[config.mk]
export PLATFORM = sky130hd
export DESIGN_NAME = skid_register
export DESIGN_NICKNAME = d
export VERILOG_FILES = /design/src/rtl/pipe_pkg.sv /design/src/rtl/skid_register.sv
export SDC_FILE = /design/constraint.sdc
export NUM_CORES = 1
export LEC_CHECK = 0
export ABC_AREA = 1
export CELL_PAD_IN_SITES_DETAIL_PLACEMENT = 1
export CELL_PAD_IN_SITES_GLOBAL_PLACEMENT = 2
export CORE_MARGIN = 1.5
export CORE_UTILIZATION = 29
export DETAILED_ROUTE_END_ITERATION = 10
export GPL_ROUTABILITY_DRIVEN = 0
export PLACE_DENSITY = 0.83
export SYNTH_ARGS = -nofsm -noshare
export SYNTH_HDL_FRONTEND = slang
export SYNTH_SLANG_ARGS = --single-unit
[constraint.sdc]
create_clock -name clk -period 1.9 [get_ports clk]
set_clock_uncertainty 0.05 [all_clocks]
set_input_delay 0.57 -clock clk [delete_from_list [all_inputs] [get_ports clk]]
set_output_delay 0.57 -clock clk [all_outputs]
set_load 0.01 [all_outputs]
[src/rtl/pipe_pkg.sv]
// Shared pipeline definitions: skid register state encoding.
// The state value doubles as the occupancy count.
package pipe_pkg;

    localparam int unsigned OCC_W = 2;

    typedef enum logic [OCC_W-1:0] {
        ST_EMPTY = 2'd0,
        ST_ONE   = 2'd1,
        ST_FULL  = 2'd2
    } state_e;

    function automatic logic can_accept(input state_e st);
        return st != ST_FULL;
    endfunction

endpackage

[src/rtl/skid_register.sv]
// WIDTH-bit valid/ready pipeline register with one skid entry.
// Ready is registered so no combinational path runs from out_ready.
module skid_register
    import pipe_pkg::*;
#(
    parameter int unsigned      WIDTH     = 8,
    parameter logic [WIDTH-1:0] RESET_VAL = '0
) (
    input  logic             clk,
    input  logic             rst,
    input  logic             flush,
    input  logic [WIDTH-1:0] in_data,
    input  logic             in_valid,
    output logic             in_ready,
    output logic [WIDTH-1:0] out_data,
    output logic             out_valid,
    input  logic             out_ready,
    output logic [1:0]       occupancy
);

    state_e           state_q, state_d;
    logic [WIDTH-1:0] main_q, main_d;
    logic [WIDTH-1:0] skid_q, skid_d;
    logic             rdy_q, rdy_d;
    logic             accept, drain;

    assign accept = in_valid & rdy_q;
    assign drain  = out_valid & out_ready;

    always_comb begin
        state_d = state_q;
        main_d  = main_q;
        skid_d  = skid_q;
        unique case (state_q)
            ST_EMPTY: begin
                if (accept) begin
                    state_d = ST_ONE;
                    main_d  = in_data;
                end
            end
            ST_ONE: begin
                if (accept && !drain) begin
                    state_d = ST_FULL;
                    skid_d  = in_data;
                end else if (accept && drain) begin
                    main_d  = in_data;
                end else if (drain) begin
                    state_d = ST_EMPTY;
                end
            end
            ST_FULL: begin
                if (drain) begin
                    state_d = ST_ONE;
                    main_d  = skid_q;
                end
            end
            default: state_d = ST_EMPTY;
        endcase
        // flush overrides any transfer seen in the same cycle
        if (flush) begin
            state_d = ST_EMPTY;
            main_d  = RESET_VAL;
            skid_d  = RESET_VAL;
        end
        rdy_d = can_accept(state_d);
    end

    always_ff @(posedge clk or posedge rst) begin
        if (rst) begin
            state_q <= ST_EMPTY;
            main_q  <= RESET_VAL;
            skid_q  <= RESET_VAL;
            rdy_q   <= 1'b1;
        end else begin
            state_q <= state_d;
            main_q  <= main_d;
            skid_q  <= skid_d;
            rdy_q   <= rdy_d;
        end
    end

    assign in_ready  = rdy_q;
    assign out_data  = main_q;
    assign out_valid = (state_q != ST_EMPTY);
    assign occupancy = 2'(state_q);

endmodule

**Word level (Yosys, flattened, before mapping)**

Index checks and enable logic that the tools add are counted.

- Register bits: 19
- Bits of input ports: 13
- Logic and storage cells: 39

- Equality and inequality tests: 7
- Multiplexer cells: 16
- Bitwise logic cells: 2
- Reductions and logical operators: 10

Operators by type and width:

| kind | number |
|---|---|
| 8-bit two-way mux | 8 |
| 8-bit one-hot mux with 3 select lines | 1 |
| 2-bit two-way mux | 6 |
| 3-bit != test (second input constant) | 4 |
| 2-bit one-hot mux with 3 select lines | 1 |
| 2-bit nonzero test | 3 |
| 5-bit AND reduction | 1 |
| 4-bit nonzero test | 1 |
| 1-bit AND | 2 |
| 2-bit by 1-bit equality test with 1-bit output (second input constant) | 1 |
| 2-bit equality test (second input constant) | 1 |
| 1-bit logical AND | 2 |
| 2-bit logical NOT | 1 |
| 2-bit != test (second input constant) | 1 |
| 2-bit AND reduction | 1 |
| 1-bit logical NOT | 1 |

**Logic depth before layout (Yosys ltp)**

- Word-level depth: 8
- Depth in mapped cells: 7
- Mapped depth without buffers: 6

**Least setup slack after synthesis**

Ideal clock, no wire load.

- Path kind: reg2out
- Start point: register state_q[0] (netlist: occupancy[0])
- End point: output port out_valid
- Arrival time: 701 ps
- Data required time: 1280 ps
- Setup slack: 579 ps
- Cell stages (with the launch flop): 3
- Buffers on the path: 0
- Cells stage by stage: dfrtp_1 inv_2 nand2_2

- Word-level cells in the longest chain between the ends: 1

Ends and longest elaborated chain:

| element | RTL line | text |
|---|---|---|
| start, declared | skid_register.sv:21 | `state_e state_q, state_d;` |
| start signal, assigned | skid_register.sv:75 | `state_q <= state_d;` |
| 2-bit nonzero test | skid_register.sv:84 | `assign out_valid = (state_q != ST_EMPTY);` |
| end, declared | skid_register.sv:16 | `output logic out_valid,` |

No other way between the ends.

**Final worst setup path**

- Start point: register main_q[6] (netlist: out_data[6])
- End point: output port out_data[6]

RTL lines:

| element | RTL line | text |
|---|---|---|
| start, declared | skid_register.sv:22 | `logic [WIDTH-1:0] main_q, main_d;` |
| start signal, assigned | skid_register.sv:76 | `main_q <= main_d;` |
| end, declared | skid_register.sv:15 | `output logic [WIDTH-1:0] out_data,` |

No word-level cell between the ends.

==> results <==
## worst paths after layout
| kind | end | slack (ns) | depth (start not counted) |
|---|---|---|---|
| max | out_data[6] | 0.07 | 1 |
| min | out_data[7]$_DFFE_PP0P_ | 0.48 | 2 |
| max reg2reg | out_data[0]$_DFFE_PP0P_ | 0.49 | 7 |
| min reg2reg | out_data[7]$_DFFE_PP0P_ | 0.48 | 2 |
| max in group asynchronous | skid_q[0]$_DFFE_PP0P_ | 0.82 | 3 |
| min in group asynchronous | occupancy[1]$_DFF_PP0_ | 0.49 | 2 |
## metrics by stage
step | hold slack (ns) | utilization (%)
final | 0.4827 | 42.52
after global routing | 0.5116 | 42.52
after CTS | 0.4922 | 42.44
after detailed placement | 0.4629 | 41.24
after global placement | 0.4486 | 41.24
after floorplan | 0.4353 | -
## per-layer routing
layer	vias up	part of all wire, %
li1	456	-
met1	454	47
met2	15	50
met3	2	2.4
met4	0	0.53
met5	-	0
## final cells by class
cell class	count	area share [%]
tap	44	4.139
multi-input combinational	79	31.70
clock buffer	4	1.976
sequential	19	35.84
timing repair buffer	31	21.92
inverter	15	4.421
## tightest hold or removal path, stage by stage, from the launching register on
cell and delay, ns:
dfrtp_1 0.36, nand3_1 0.07, nand2_1 0.07
## kinds of logic (layout without fill, tap and decap cells)
group           Yosys count  in the layout  synth area share (%)
flops                    19             19                 48.78
compound gates           10             10                 5.121
simple gates             69             69                 38.03
buf+inv                  18             50                 8.066
## power by group
group,total [uW],switching (uW),internal [uW]
logic,179,97.7,81.6
registers,436,11.8,424
clock network,204,123,81.5
## Yosys cell counts
library cell  instances
dfrtp_1              18
nor2_1                1
buf_1                 1
nand2_4               4
buf_6                 1
nand2_2               3
o21ai_1               9
inv_2                 2
buf_2                 1
nor2_4                1
nand3_4               1
nand4_1               9
nand3_1              25
nand2_1              25
a21oi_1               1
inv_1                12
dfstp_2               1
inv_4                 1
## flip-flops by register name (all words and copies together), names as in the netlist
name and flops:
out_data 8, skid_q 8, occupancy 2, in_ready 1
## timing repair
item,CTS,global route
setup buffers,2,0
resized for setup,3,1
setup endpoints to repair,4,1
==> summary.txt <==
Clock tree
  • Clock Tree Root: clkbuf_4
  • CTS Buffer Depth: 2
  • H-tree depth: 1
  • Hold buffer count at CTS: 0
  • Clock net sink count: 19
  • CTS tree: done
  • Clk Latency, worst-skew pair: a little under 0.3 ns
  • Number of buffers created by CTS: 3
  • CTS clk-pin slew, worst paths: 0.11 ns

Layout
  • Layout cells sized above 1: 15.54%
  • Layout area overhead: 36.11%
  • Ant diodes: 0
  • Fillers: 397
  • Most frequent cells in the layout: 25 x nand2_1, 25 x nand3_1, 20 x clkdlybuf4s50_1
  • Nets@finish: 162
  • Final Cell Area: approximately 0.0013 mm2
  • FF+latch area: 476.7 um2
  • Non-Filler Instances: 192
  • Area of the multi-input gates: 421.7 um2

STA
  • Pins Over Slew Limit: 0
  • Post-route setup TNS: 0 ns
  • Crit path setup slack, layout: 0.07474 ns
  • Fin crit share: 96.07%
  • Final hold vios: 0
  • Setup violations, final: 0
  • Unrepaired setup endpoints after global routing: false
  • Post-layout min period: 1.825 ns
  • Max Freq: roughly 550 MHz
  • Worst-Margin Slew: 0.3735 ns
  • Slew headroom: 75.07%

Power
  • Power per Cell Area: 616.0 mW/mm2
  • Leak Pwr: 0.0006942 uW
  • Overall power: 819.3 uW
  • Worst VDD drop: 235.6 uV

Place
  • Port Buf Inserts: 24
  • Post-DP HPWL: 2024 um
  • Placed Area: between 0.001 and 0.0015 mm2
  • DP Cell Count: 186
  • Pre-CTS setup slack: ~0.063 ns

Yosys
  • Post-synthesis net count: 129
  • Syn Area/Cell: 8.424 um2
  • Flops & latches, synth: 19
  • Ranking of synthesized cells by area: dfrtp_1 46%, nand3_1 13%, nand2_1 9.6%
  • Ys Warns: 0
  • Post-synth top area share: 46.09%
  • Cell accounting for the most synthesized area: dfrtp_1
  • Netlist Area Pre-Place: 977.2 um2
  • Post-synthesis cell type count: 18
  • Sequential area share after synthesis: 48.78%
  • Cell count after synthesis: 116

Global route
  • Met3 global-route usage: 1.891%
  • Global Route Usage Sum: roughly 15%
  • Gr ovfl total: 0
  • Grt peak-use layer: met2
  • First-pass GRT wire length: roughly 4200 um
  • Largest net degree at the start of global routing: 17
  • Vias in the first global route: 943
  • Met2 GRT Util: 27.36%
  • Met1 Use GR: 19.79%
  • Initial antenna violation count: 0

Routing
  • Avg WL per Cell: 13.84 um
  • First-pass DRT Iterations: 4
  • Vias: roughly 930
  • DRC: 0
  • Antenna-violating nets left: 0
  • Drt via density: 4.828
  • DRT Wirelength: 2657 um
  • Drt initial violations: 12

Setup path
  • CP Class: reg -> out
  • Startpoint types: register
  • FF-to-FF Start: occupancy[1]$_DFF_PP0_
  • Arrival time at the worst endpoint: 1.21 ns
  • Top delay family on crit path: buffers and inverters
  • Crit. End Element: output pin
  • Worst-path fanout max: 2
  • CP peak stage delay: roughly 0.54 ns
  • Crit path cell chain: clkdlybuf4s50_1
  • Worst Path Buf+Inv: 1
  • Critical path required time: 1.28 ns
  • Crit path from: out_data[6]$_DFFE_PP0P_
  • Slowest CP cell: clkdlybuf4s50_1

Floorplanning
  • Die W: 61.05 um
  • Die ar.: 0.003727 mm2
  • Core Area: about 0.0031 mm2
  • Rows: 20
  • Initial Util: a little under a third
  • Die Ht: 61.05 um
  • Total I/O pin count: 25

Outcome
  • Status: complete, no violations

Worst hold path
  • Hold Crit Start: out_data[7]$_DFFE_PP0P_
  • Hold Crit Class: reg -> reg

Job
  • Max-Cap Viols: 0
Note: power is estimated with default switching activity, not from simulation.
